[src/rtl/raw_pattern_gen.sv]
// Raw Bayer-domain test pattern generator: emits frames of ACTIVE pixels with
// horizontal and vertical blanking, selectable ramp / RGGB flat / checker / constant.
module raw_pattern_gen #(
    parameter int unsigned H_ACTIVE = 1280,
    parameter int unsigned H_BLANK  = 16,
    parameter int unsigned V_ACTIVE = 960,
    parameter int unsigned V_BLANK  = 4
) (
    input  logic        iCLK,
    input  logic        iRST,
    input  logic        iEN,
    input  logic [1:0]  iMODE,
    input  logic [11:0] iLEVEL,
    output logic [11:0] oDATA,
    output logic        oDVAL,
    output logic [10:0] oX_Cont,
    output logic [10:0] oY_Cont,
    output logic        oFVAL,
    output logic        oFrame_Done,
    output logic [15:0] oFrame_Cnt
);

    localparam int unsigned VB_CYCLES = V_BLANK * (H_ACTIVE + H_BLANK);
    localparam int unsigned BW        = $clog2(VB_CYCLES);
    localparam logic [10:0] X_LAST    = 11'(H_ACTIVE - 1);
    localparam logic [10:0] Y_LAST    = 11'(V_ACTIVE - 1);
    localparam logic [BW-1:0] HB_LAST = BW'(H_BLANK - 1);
    localparam logic [BW-1:0] VB_PRE  = BW'(VB_CYCLES - 2);
    localparam logic [BW-1:0] VB_LAST = BW'(VB_CYCLES - 1);

    typedef enum logic [1:0] {
        IDLE,
        ACTIVE,
        HBLANK,
        VBLANK
    } state_t;

    state_t        state;
    logic [1:0]    modeQ;
    logic [11:0]   levelQ;
    logic [BW-1:0] blankCnt;
    logic [10:0]   xNext;
    logic [10:0]   yNext;
    logic [11:0]   startPix;

    // Pixel value for a given pattern at column x on a row with the given parity bits.
    function automatic logic [11:0] pixel(input logic [1:0] m, input logic [11:0] lv,
                                          input logic [10:0] x, input logic yOdd,
                                          input logic yB3);
        case (m)
            2'd0:    return {1'b0, x};
            2'd1:    return yOdd ? (x[0] ? 12'h800 : 12'h000)
                                 : (x[0] ? 12'hFFF : 12'h800);
            2'd2:    return (x[3] ^ yB3) ? 12'hFFF : 12'h000;
            default: return lv;
        endcase
    endfunction

    assign xNext    = oX_Cont + 11'd1;
    assign yNext    = oY_Cont + 11'd1;
    // First pixel of a new frame uses the mode/level being latched on the same edge.
    assign startPix = pixel(iMODE, iLEVEL, 11'd0, 1'b0, 1'b0);

    always_ff @(posedge iCLK or negedge iRST) begin
        if (!iRST) begin
            state       <= IDLE;
            modeQ       <= '0;
            levelQ      <= '0;
            blankCnt    <= '0;
            oDATA       <= '0;
            oDVAL       <= 1'b0;
            oX_Cont     <= '0;
            oY_Cont     <= '0;
            oFVAL       <= 1'b0;
            oFrame_Done <= 1'b0;
            oFrame_Cnt  <= '0;
        end else begin
            oFrame_Done <= 1'b0;
            oFrame_Cnt  <= oFrame_Cnt;
            case (state)
                IDLE: begin
                    if (iEN) begin
                        state   <= ACTIVE;
                        modeQ   <= iMODE;
                        levelQ  <= iLEVEL;
                        oDATA   <= startPix;
                        oDVAL   <= 1'b1;
                        oFVAL   <= 1'b1;
                        oX_Cont <= '0;
                        oY_Cont <= '0;
                    end
                end
                ACTIVE: begin
                    if (oX_Cont == X_LAST) begin
                        state    <= HBLANK;
                        blankCnt <= '0;
                        oDVAL    <= 1'b0;
                        oDATA    <= '0;
                        oX_Cont  <= '0;
                        // FVAL ends with the last pixel, so the trailing HBLANK is outside it
                        oFVAL    <= (oY_Cont != Y_LAST);
                    end else begin
                        oX_Cont <= xNext;
                        oDATA   <= pixel(modeQ, levelQ, xNext, oY_Cont[0], oY_Cont[3]);
                    end
                end
                HBLANK: begin
                    if (blankCnt == HB_LAST) begin
                        blankCnt <= '0;
                        if (oY_Cont != Y_LAST) begin
                            state   <= ACTIVE;
                            oY_Cont <= yNext;
                            oDVAL   <= 1'b1;
                            oFVAL   <= 1'b1;
                            oDATA   <= pixel(modeQ, levelQ, 11'd0, yNext[0], yNext[3]);
                        end else begin
                            state   <= VBLANK;
                            oY_Cont <= '0;
                            oFVAL   <= 1'b0;
                        end
                    end else begin
                        blankCnt <= blankCnt + BW'(1);
                    end
                end
                VBLANK: begin
                    blankCnt <= blankCnt + BW'(1);
                    if (blankCnt == VB_PRE) begin
                        oFrame_Done <= 1'b1;
                        oFrame_Cnt  <= oFrame_Cnt + 16'd1;
                    end
                    if (blankCnt == VB_LAST) begin
                        blankCnt <= '0;
                        if (iEN) begin
                            state   <= ACTIVE;
                            modeQ   <= iMODE;
                            levelQ  <= iLEVEL;
                            oDATA   <= startPix;
                            oDVAL   <= 1'b1;
                            oFVAL   <= 1'b1;
                            oX_Cont <= '0;
                            oY_Cont <= '0;
                        end else begin
                            state <= IDLE;
                        end
                    end
                end
                default: state <= IDLE;
            endcase
        end
    end

endmodule

[config.mk]
export PLATFORM = sky130hd
export DESIGN_NAME = raw_pattern_gen
export DESIGN_NICKNAME = d
export VERILOG_FILES = /design/src/rtl/raw_pattern_gen.sv
export SDC_FILE = /design/constraint.sdc
export NUM_CORES = 1
export LEC_CHECK = 0
export ABC_AREA = 1
export BUFFER_PORTS_ARGS = -buffer_cell sky130_fd_sc_hd__buf_4
export CORE_ASPECT_RATIO = 1.75
export CORE_MARGIN = 5
export CORE_UTILIZATION = 31
export CTS_CLUSTER_SIZE = 28
export DETAILED_ROUTE_END_ITERATION = 7
export PLACE_DENSITY_LB_ADDON = 0.15
export SYNTH_ARGS = -nofsm -noshare
export SYNTH_HDL_FRONTEND = slang
export SYNTH_SLANG_ARGS = --single-unit
[constraint.sdc]
create_clock -name iCLK -period 3.3 [get_ports iCLK]
set_clock_uncertainty 0.2 [all_clocks]
set_input_delay 0.165 -clock iCLK [delete_from_list [all_inputs] [get_ports iCLK]]
set_output_delay 0.165 -clock iCLK [all_outputs]
set_load 0.01 [all_outputs]
== After elaboration in Yosys (flattened, before gate mapping) ==
Index checks and enable logic that the tools add are counted.

* Flip-flop bits (word level): 82
* Bits in latches: 0
* Bits in writable memories: 0
* Bits in read-only memories: 0
* Input port bits: 17
* Output and inout bits: 53
* Memories: 0

* Add/subtract/negate cells: 4
* Multiply operators: 0
* Div/mod/pow operators: 0
* Magnitude comparators: 0
* Equality and inequality tests: 17
* Shift operators: 0
* Muxes and demuxes: 55
* Bitwise operators: 1
* Reduce and logical (&&, ||, !) cells: 17

{| class="wikitable"
|+ Operators with widths
! cell !! count
|-
| 12-bit two-way mux || 12
|-
| 11-bit two-way mux || 8
|-
| 12-bit one-hot mux with 3 select lines || 2
|-
| 11-bit one-hot mux with 3 select lines || 2
|-
| 12-bit one-hot mux with 2 select lines || 2
|-
| 12-bit one-hot mux with 4 select lines || 1
|-
| 13-bit two-way mux || 3
|-
| 13-bit one-hot mux with 3 select lines || 1
|-
| 13-bit == test (second input constant) || 2
|-
| 11-bit by 1-bit adder with 11-bit output (second input constant) || 2
|-
| 16-bit by 1-bit adder with 16-bit output (second input constant) || 1
|-
| 2-bit two-way mux || 7
|-
| 13-bit by 1-bit adder with 13-bit output (second input constant) || 1
|-
| 13-bit by 4-bit == test with 1-bit output (second input constant) || 1
|-
| 1-bit two-way mux || 13
|-
| 11-bit == test (second input constant) || 1
|-
| 11-bit by 10-bit != test with 1-bit output (second input constant) || 1
|-
| 2-bit != test (second input constant) || 5
|-
| 3-bit AND reduction || 3
|-
| 3-bit nonzero test || 3
|-
| 2-bit == test (second input constant) || 4
|-
| 1-bit one-hot mux with 4 select lines || 2
|-
| 2-bit one-hot mux with 4 select lines || 1
|-
| 2-bit AND reduction || 4
|-
| 7 further kinds || 12
|}

== Depth between registers and ports, before layout ==
Gate-level depths: netlist of the first run.

* Word-level depth: 6
* Mapped depth: 12
* Gate-level depth less buffers: 11

== Least setup slack after synthesis of the first run ==
Ideal clock, no wire load.

* Path type: reg-to-reg
* Start: reg oY_Cont[0]
* End: reg oDATA[0]
* Library setup time: 0.124 ns
* Arrival: 1.612 ns
* Required time: 2.976 ns
* Slack: 1.364 ns
* Cell stages (with the launch flop): 12
* Buffers on the path: 1
* Clock period less this slack: 1.936 ns
* Cells stage by stage: dfrtp_1 -> ha_1 -> nand2_1 -> nor2_1 -> nand3_1 -> inv_2 -> nand2_1 -> nand2_2 -> nor2_4 -> buf_4 -> nor2_1 -> a21oi_1

* Longest elaborated chain between the ends: 6

{| class="wikitable"
|+ Ends and longest elaborated chain
! item !! line !! RTL
|-
| start: declaration || 17 || <nowiki>output logic [10:0] oY_Cont,</nowiki>
|-
| start signal: assignment || 112 || <nowiki>oY_Cont <= yNext;</nowiki>
|-
| 11-bit by 1-bit adder with 11-bit output || 60 || <nowiki>assign yNext = oY_Cont + 11'd1;</nowiki>
|-
| 12-bit two-way mux || 54 || <nowiki>2'd2: return (x[3] ^ yB3) ? 12'hFFF : 12'h000;</nowiki>
|-
| 12-bit one-hot mux with 3 select lines || 50 || <nowiki>case (m)</nowiki>
|-
| 12-bit two-way mux || 110 || <nowiki>if (oY_Cont != Y_LAST) begin</nowiki>
|-
| 12-bit two-way mux || 108 || <nowiki>if (blankCnt == HB_LAST) begin</nowiki>
|-
| 12-bit one-hot mux with 4 select lines || 80 || <nowiki>case (state)</nowiki>
|-
| end signal: assignment || 86 || <nowiki>oDATA <= startPix;</nowiki>
|-
| end signal: assignment || 104 || <nowiki>oDATA <= pixel(modeQ, levelQ, xNext, oY_Cont[0], oY_Cont[3]);</nowiki>
|-
| end signal: assignment || 115 || <nowiki>oDATA <= pixel(modeQ, levelQ, 11'd0, yNext[0], yNext[3]);</nowiki>
|-
| end: declaration || 14 || <nowiki>output logic [11:0] oDATA,</nowiki>
|}

Parallel ways exist; a longest one is shown, timed or not. The select of a mux whose other input is x is not followed.
A chain may end at the register's enable or synchronous reset.

== Worst setup path in the final report of the first run ==
* Start: reg state[0]
* End: reg oDATA[4]

* Longest elaborated chain between the ends: 3

{| class="wikitable"
|+ Ends and longest elaborated chain
! item !! line !! RTL
|-
| start: declaration || 38 || <nowiki>state_t state;</nowiki>
|-
| start signal: assignment || 66 || <nowiki>state <= IDLE;</nowiki>
|-
| start signal: assignment || 83 || <nowiki>state <= ACTIVE;</nowiki>
|-
| start signal: assignment || 95 || <nowiki>state <= HBLANK;</nowiki>
|-
| 2-bit == test || 80 ||
|-
| 2-bit != test (no source line) || -- ||
|-
| 3-bit AND reduction (no source line) || -- ||
|}

Parallel ways exist; a longest one is shown, timed or not.

==> results.yml, run 1 <==
outcome:
  outcome: "finished, final reports clean"
layout:
  antennaDiodeCount: 0
  stdcell_area_sq_mm: 0.005972
  finalCoreUtilization_pct: 38.80
  area_growth_pct: 22.54
  nNetsFinal: 763
  layout-drive-gt1-share_pct: 15.92
  stdcell_count: 927
  n_fill_cell: 1615
routing:
  ant_nets: 0
  firstDrtPassIters: 4
  first_iter_violations: 155
  drt-total-wl_um: 12960
  num_vias: 4463
  route.detailed.drc: 0
  viasPerCell: 4.814
  wl_per_cell_um: 13.98
clock_network:
  cts_buffers: 9
  post_cts_buffers: 0
  cts_tree: "done"
  h-tree-depth: 3
  cts-root-buf: "clkbuf_16"
  holdBufCountCts: 14
  clock_path_buffers: 2
  cts_resized: 0
  cts.sinks: 82
  clk_pin_slew_ns: 0.07
  clkLatencyLatePin_ns: 0.34
worst_setup_path:
  r2r_setup_slack_ns: 0.62
  reg2reg_from: "state[0]"
  cp_data_arrival_time_ns: 2.74
  slowest_delay_ns: 0.47
  crit_chain: "inv_1, ha_1, clkinv_1, nand2_1, nand2_2, nor2_4, nor2_1, a21oi_1"
  start_kind: "register"
  cp_top_family: "simple AND/OR/NAND/NOR gates"
  reg2regPathDepth: 8
  r2r-end: "oDATA[4]"
  cp-end-kind: "register"
  crit_buf_inv: 2
  crit_path_top_delay_cell: "ha_1"
  critPathMaxFanout: 13
  required_ns: 3.36
  critPathKind: "register to register"
  critPathLaunch: "state[0]"
die:
  fp.dieH_um: 175.9
  dieArea_sq_mm: 0.01843
  die_x_um: 104.8
  core.rowCount: 60
  fp.coreArea_sq_mm: 0.01539
  io-pin-count: 70
  initial_core_util_pct: 31.67
logic_synthesis:
  synth_edf_count: 0
  ys_seq_elements: 82
  syn_avg_cell_area_sq_um: 7.406
  async_flop_share_pct: 100.0
  yosysWarnings: 0
  synthDistinctLibCells: 39
  synth_fp_nets: 685
  synth_flop_cell: "dfrtp_1"
  synth_seq_area_share_pct: 42.11
  syn_inst: 658
  synth_area_sq_mm: 0.004873
pwr:
  power_density_mw_per_mm2: 709.4
  p_leak_uw: 0.002788
  ir_drop_v: 0.0003314
grt:
  gr-total-overflow: 0
  antenna_found_initial: 0
  grt_max_degree: 83
  grtUsageTotal_pct: 14.36
  grt_pass1_vias: 4536
  grt_pass1_wl_um: 22000
hold_path:
  min_from: "iMODE[1]"
  hold_path_class: "input pin to register"
  hold_path_depth: 4
  hold_path_end: "oDATA[11]"
timing:
  max_freq_ghz: 0.3738
  fin_crit_sh_pct: 81.06
  final-hold-violation-count: 0
  setup_violations: 0
  tns_ns: 0
  rsz0062_at_grt: "false"
  slew_headroom_pct: 26.75
  layout_min_cycle_time_ns: 2.675
  worstMarginPinSlew_ns: 1.099
  maxSlewViolCount: 0
  fin_ws_ns: 0.6249
place:
  numPlacedInstances: 897
  port_buffers: 69
  postPlaceCellArea_sq_mm: 0.005543
  dp_slack_ns: 0.5950
  gp_congestion: 0.8499
  hpwl_um: 9523
job:
  maxCapViolCount: 0
==> layout make-up <==
class	instances	area [sq um]	share of cell area, %
multi-input cells	482	2440	40.85
flip-flops and latches	82	2052	34.36
repair buffers	85	673.1	11.27
inverters	76	285.3	4.777
clock buffers	10	239.0	4.002
well taps	186	232.7	3.897
clock inverters	6	50.05	0.8380
==> kinds of logic after synthesis <==
group	share of synthesized area, %
buffers and inverters	7.830
xor gates and xnor gates	4.493
AOI/OAI and AO/OA	9.807
DFF	42.11
adders and majority gates	2.567
and+or+nand+nor	33.20
==> placed cells by master, fill, tap and decap left out, types with 3 or more instances in the layout <==
master / synthesis / routed
xor2_1: 17 / 17
nor2_1: 103 / 103
dlygate4sd3_1: 0 / 14
nand2_1: 142 / 142
nand2_4: 3 / 3
nor3_1: 41 / 41
clkbuf_16: 0 / 9
nand3_1: 33 / 33
inv_2: 6 / 6
nor2_2: 7 / 7
nor2_4: 3 / 3
buf_4: 4 / 71
nand2_2: 3 / 3
nand4_1: 15 / 15
o22ai_1: 7 / 7
ha_1: 10 / 10
o21ai_1: 8 / 8
dfrtp_1: 82 / 82
xnor2_1: 8 / 8
o21ai_0: 33 / 33
inv_1: 69 / 69
a21oi_1: 29 / 29
==> per-layer routing <==
metal | track usage (%) | up-vias | part of all wire (%)
met5 | 0 | - | 0
li1 | - | 2287 | -
met4 | 5.227 | 0 | 1.9
met3 | 2.317 | 16 | 2.7
met2 | 25.60 | 67 | 51
met1 | 17.20 | 2093 | 44
==> through the flow <==
stage,hold slack [ns],power [uW]
floorplan,-0.3306,2726
global placement,0.2365,3253
detailed placement,0.2436,3290
CTS,0.04823,4308
global route,0.06653,4605
finish,0.06199,4237
==> tightest hold or removal path: stages <==
cell,delay [ns]
buf_4,0.08
a21oi_1,0.06
nor3_1,0.18
a21oi_1,0.08
==> worst max-delay path by stage <==
stage / end / slack [ns] / cells after the start
CTS: oDATA[4] / 0.59 / 8
global placement: oDATA[0] / 0.74 / 8
detailed placement: oDATA[4] / 0.59 / 8
finish: oDATA[4] / 0.62 / 8
global route: oDATA[4] / 0.39 / 8
floorplan: oDATA[0] / 1.36 / 11
==> where the power goes <==
part	internal [uW]	switching (uW)	total (uW)
clock	539	447	986
sequential	1230	200	1430
combinational	628	1190	1820
==> Yosys cell counts, types with 2 or more instances <==
library cell | n | area [sq um]
inv_2 | 6 | 22.52
nor2_2 | 7 | 43.79
xor2_1 | 17 | 148.9
nand4_1 | 15 | 93.84
nor3_2 | 2 | 20.02
buf_2 | 5 | 25.02
ha_1 | 10 | 125.1
nor2_1 | 103 | 386.6
a21oi_1 | 29 | 145.1
nand2_2 | 3 | 18.77
o211ai_1 | 2 | 15.01
nor2_4 | 3 | 33.78
nor3_1 | 41 | 205.2
o31ai_1 | 2 | 15.01
dfrtp_1 | 82 | 2052
nor4_1 | 2 | 12.51
nand3b_1 | 2 | 15.01
nand2_4 | 3 | 33.78
buf_4 | 4 | 30.03
o21ai_0 | 33 | 165.2
inv_1 | 69 | 259.0
nand2_1 | 142 | 533.0
nand3_1 | 33 | 165.2
xnor2_1 | 8 | 70.07
o22ai_1 | 7 | 43.79
o21ai_1 | 8 | 40.04
clkbuf_1 | 8 | 30.03
==> flip-flops by register name, summed over array words and instances (netlist names), 2 cells and up <==
name	count
oFrame_Cnt	16
blankCnt	13
levelQ	12
oDATA	12
oX_Cont	11
oY_Cont	11
modeQ	2
state	2
Note: power is estimated with default switching activity, not from simulation.
==> inputs of run 2 (changes only) <==
Clock period 3.3 ns to 2.6 ns, I/O delays scaled along.
==> run 2 against run 1 <==
Effect of this change:
- utilization grew 0.63 points
- sequential cell count is the same
- critical path depth grew 3
- wire length grew 5.6%
- first-iteration DRC count grew 35%
- setup slack lost 0.41 ns
- clock power grew 28%
- cell area grew 1.6%
- sequential share of layout area shrank 0.55 points
- fmax grew 12%
- cell count grew 1.1%
- clock-buffer cell count grew 2
==> results.yml, run 2 (synthesis results as in run 1) <==
outcome:
  outcome: "finished, final reports clean"
die:
  fp.dieH_um: 175.9
  initial_core_util_pct: 31.67
  die_x_um: 104.8
  core.rowCount: 60
  dieArea_sq_mm: 0.01843
  fp.coreArea_sq_mm: 0.01539
  io-pin-count: 70
worst_setup_path:
  cp_data_arrival_time_ns: 2.39
  slowest_delay_ns: 0.48
  reg2regPathDepth: 11
  critPathMaxFanout: 13
  required_ns: 2.61
  crit_chain: "ha_1, nand2_1, nor2_1, nand3_1, inv_2, nand2_1, nand2_4, nor2_4, buf_12, nor2_1, a21oi_1"
  cp-end-kind: "register"
  critPathKind: "register to register"
  r2r-end: "oDATA[0]"
  critPathCapture: "oDATA[0]"
  r2r_setup_slack_ns: 0.22
  cp_top_family: "simple AND/OR/NAND/NOR gates"
  crit_buf_inv: 2
  crit_path_top_delay_cell: "dfrtp_1"
  critPathLaunch: "oY_Cont[0]"
  start_kind: "register"
  cp.depth: 11
  reg2reg_from: "oY_Cont[0]"
layout:
  final_cell_mix: "nand2_1 (142), nor2_1 (103), dfrtp_1 (82)"
  layout_commonest_cell: "nand2_1"
  top_register: "oFrame_Cnt"
  area_growth_pct: 24.54
  n_fill_cell: 1601
  finalCoreUtilization_pct: 39.44
  largest_register_ffs: 16
  nNetsFinal: 773
  layout-drive-gt1-share_pct: 17.18
  antennaDiodeCount: 0
  largestRegisters: "oFrame_Cnt x16, blankCnt x13"
  stdcell_area_sq_mm: 0.006070
pwr:
  ir_drop_v: 0.0003727
  power_density_mw_per_mm2: 909.9
  power.total_uw: 5523
  p_leak_uw: 0.002846
routing:
  ant_nets: 0
  firstDrtPassIters: 4
  wl_per_cell_um: 14.60
  first_iter_violations: 210
  drt-total-wl_um: 13680
  viasPerCell: 4.872
  route.detailed.drc: 0
  num_vias: 4565
job:
  maxCapViolCount: 0
timing:
  holdWs_ns: 0.04190
  slew_headroom_pct: 51.15
  layout_min_cycle_time_ns: 2.380
  tns_ns: 0
  max_freq_ghz: 0.4201
  worstMarginPinSlew_ns: 0.7327
  final-hold-violation-count: 0
  maxSlewViolCount: 0
  rsz0062_at_grt: "false"
  fin_crit_sh_pct: 91.55
  setup_violations: 0
clock_network:
  clk_pin_slew_ns: 0.06
  cts_tree: "done"
  clock_path_buffers: 2
  clkLatencyLatePin_ns: 0.34
  h-tree-depth: 3
  cts-root-buf: "clkbuf_16"
  cts.sinks: 82
  cts_buffers: 9
place:
  gp_congestion: 0.8662
  hpwl_um: 10240
  postPlaceCellArea_sq_mm: 0.005610
  port_buffers: 69
grt:
  antenna_found_initial: 0
  gr-total-overflow: 0
  grtUsageTotal_pct: 14.92
  grt_max_degree: 52
  grt_pass1_wl_um: 22890
  grt_pass1_vias: 4597
hold_path:
  hold_path_class: "input pin to register"
  hold_path_depth: 5
==> run 2: changes by cell type in the layout (fill, tap and decap cells not counted), moves of 2 or more <==
cell / before / now
clkinv_2: 0 / 2
inv_6: 2 / 0
buf_4: 71 / 80
clkinv_4: 2 / 0
clkbuf_8: 1 / 3
==> run 2: layout make-up <==
class | count | area [sq um] | share of cell area [%]
clock buffers | 12 | 266.5 | 4.391
clock inverters | 4 | 25.02 | 0.4123
inverters | 76 | 285.3 | 4.700
multi-input cells | 482 | 2447 | 40.32
flip-flops and latches | 82 | 2052 | 33.81
well taps | 186 | 232.7 | 3.834
repair buffers | 95 | 760.7 | 12.53
==> run 2: stage by stage <==
stage / setup slack, ns / cells
2_1_floorplan: 0.6636 / 658
3_3_place_gp: 0.2331 / 906
3_5_place_dp: 0.1852 / 906
4_1_cts: 0.1764 / 936
5_1_grt: 0.01760 / 937
6_report: 0.2197 / 937
==> run 2: what timing repair did <==
item                                    CTS  global route
endpoints found under the setup margin    0             7
buffers inserted                          0             1
hold endpoints to repair                 62             0
hold buffers                             14             0
gates resized for setup                   0             2
==> run 2: worst min-delay path, cell delays in order <==
cell and delay (ns):
buf_4 0.14, nand3_1 0.08, o211ai_1 0.08, nand2_1 0.05
o21ai_0 0.06
==> run 2: how the worst min path moves through the flow <==
| stage | start | end | slack [ns] |
|---|---|---|---|
| final | iEN | state[0] | 0.04 |
| after global routing | iEN | oFVAL | 0.06 |
| after CTS | iEN | oFVAL | 0.04 |
| after detailed placement | iRST | blankCnt[11] | 0.04 |
| after global placement | iRST | oFrame_Cnt[12] | 0.05 |
| after floorplan | iRST | blankCnt[0] | -0.37 |
==> run 2: power by group <==
group	total [uW]	switching [uW]	internal, uW
Sequential	1810	247	1570
Clock	1260	534	723
Combinational	2450	1550	899
Total	5520	2330	3190
==> run 2: per-layer routing <==
layer	wire (um)	up-vias	global-route usage (%)
met5	0	-	0
met4	278	0	5.227
met3	508	20	2.317
met2	7160	92	27.34
met1	5736	2153	17.37
li1	-	2300	-
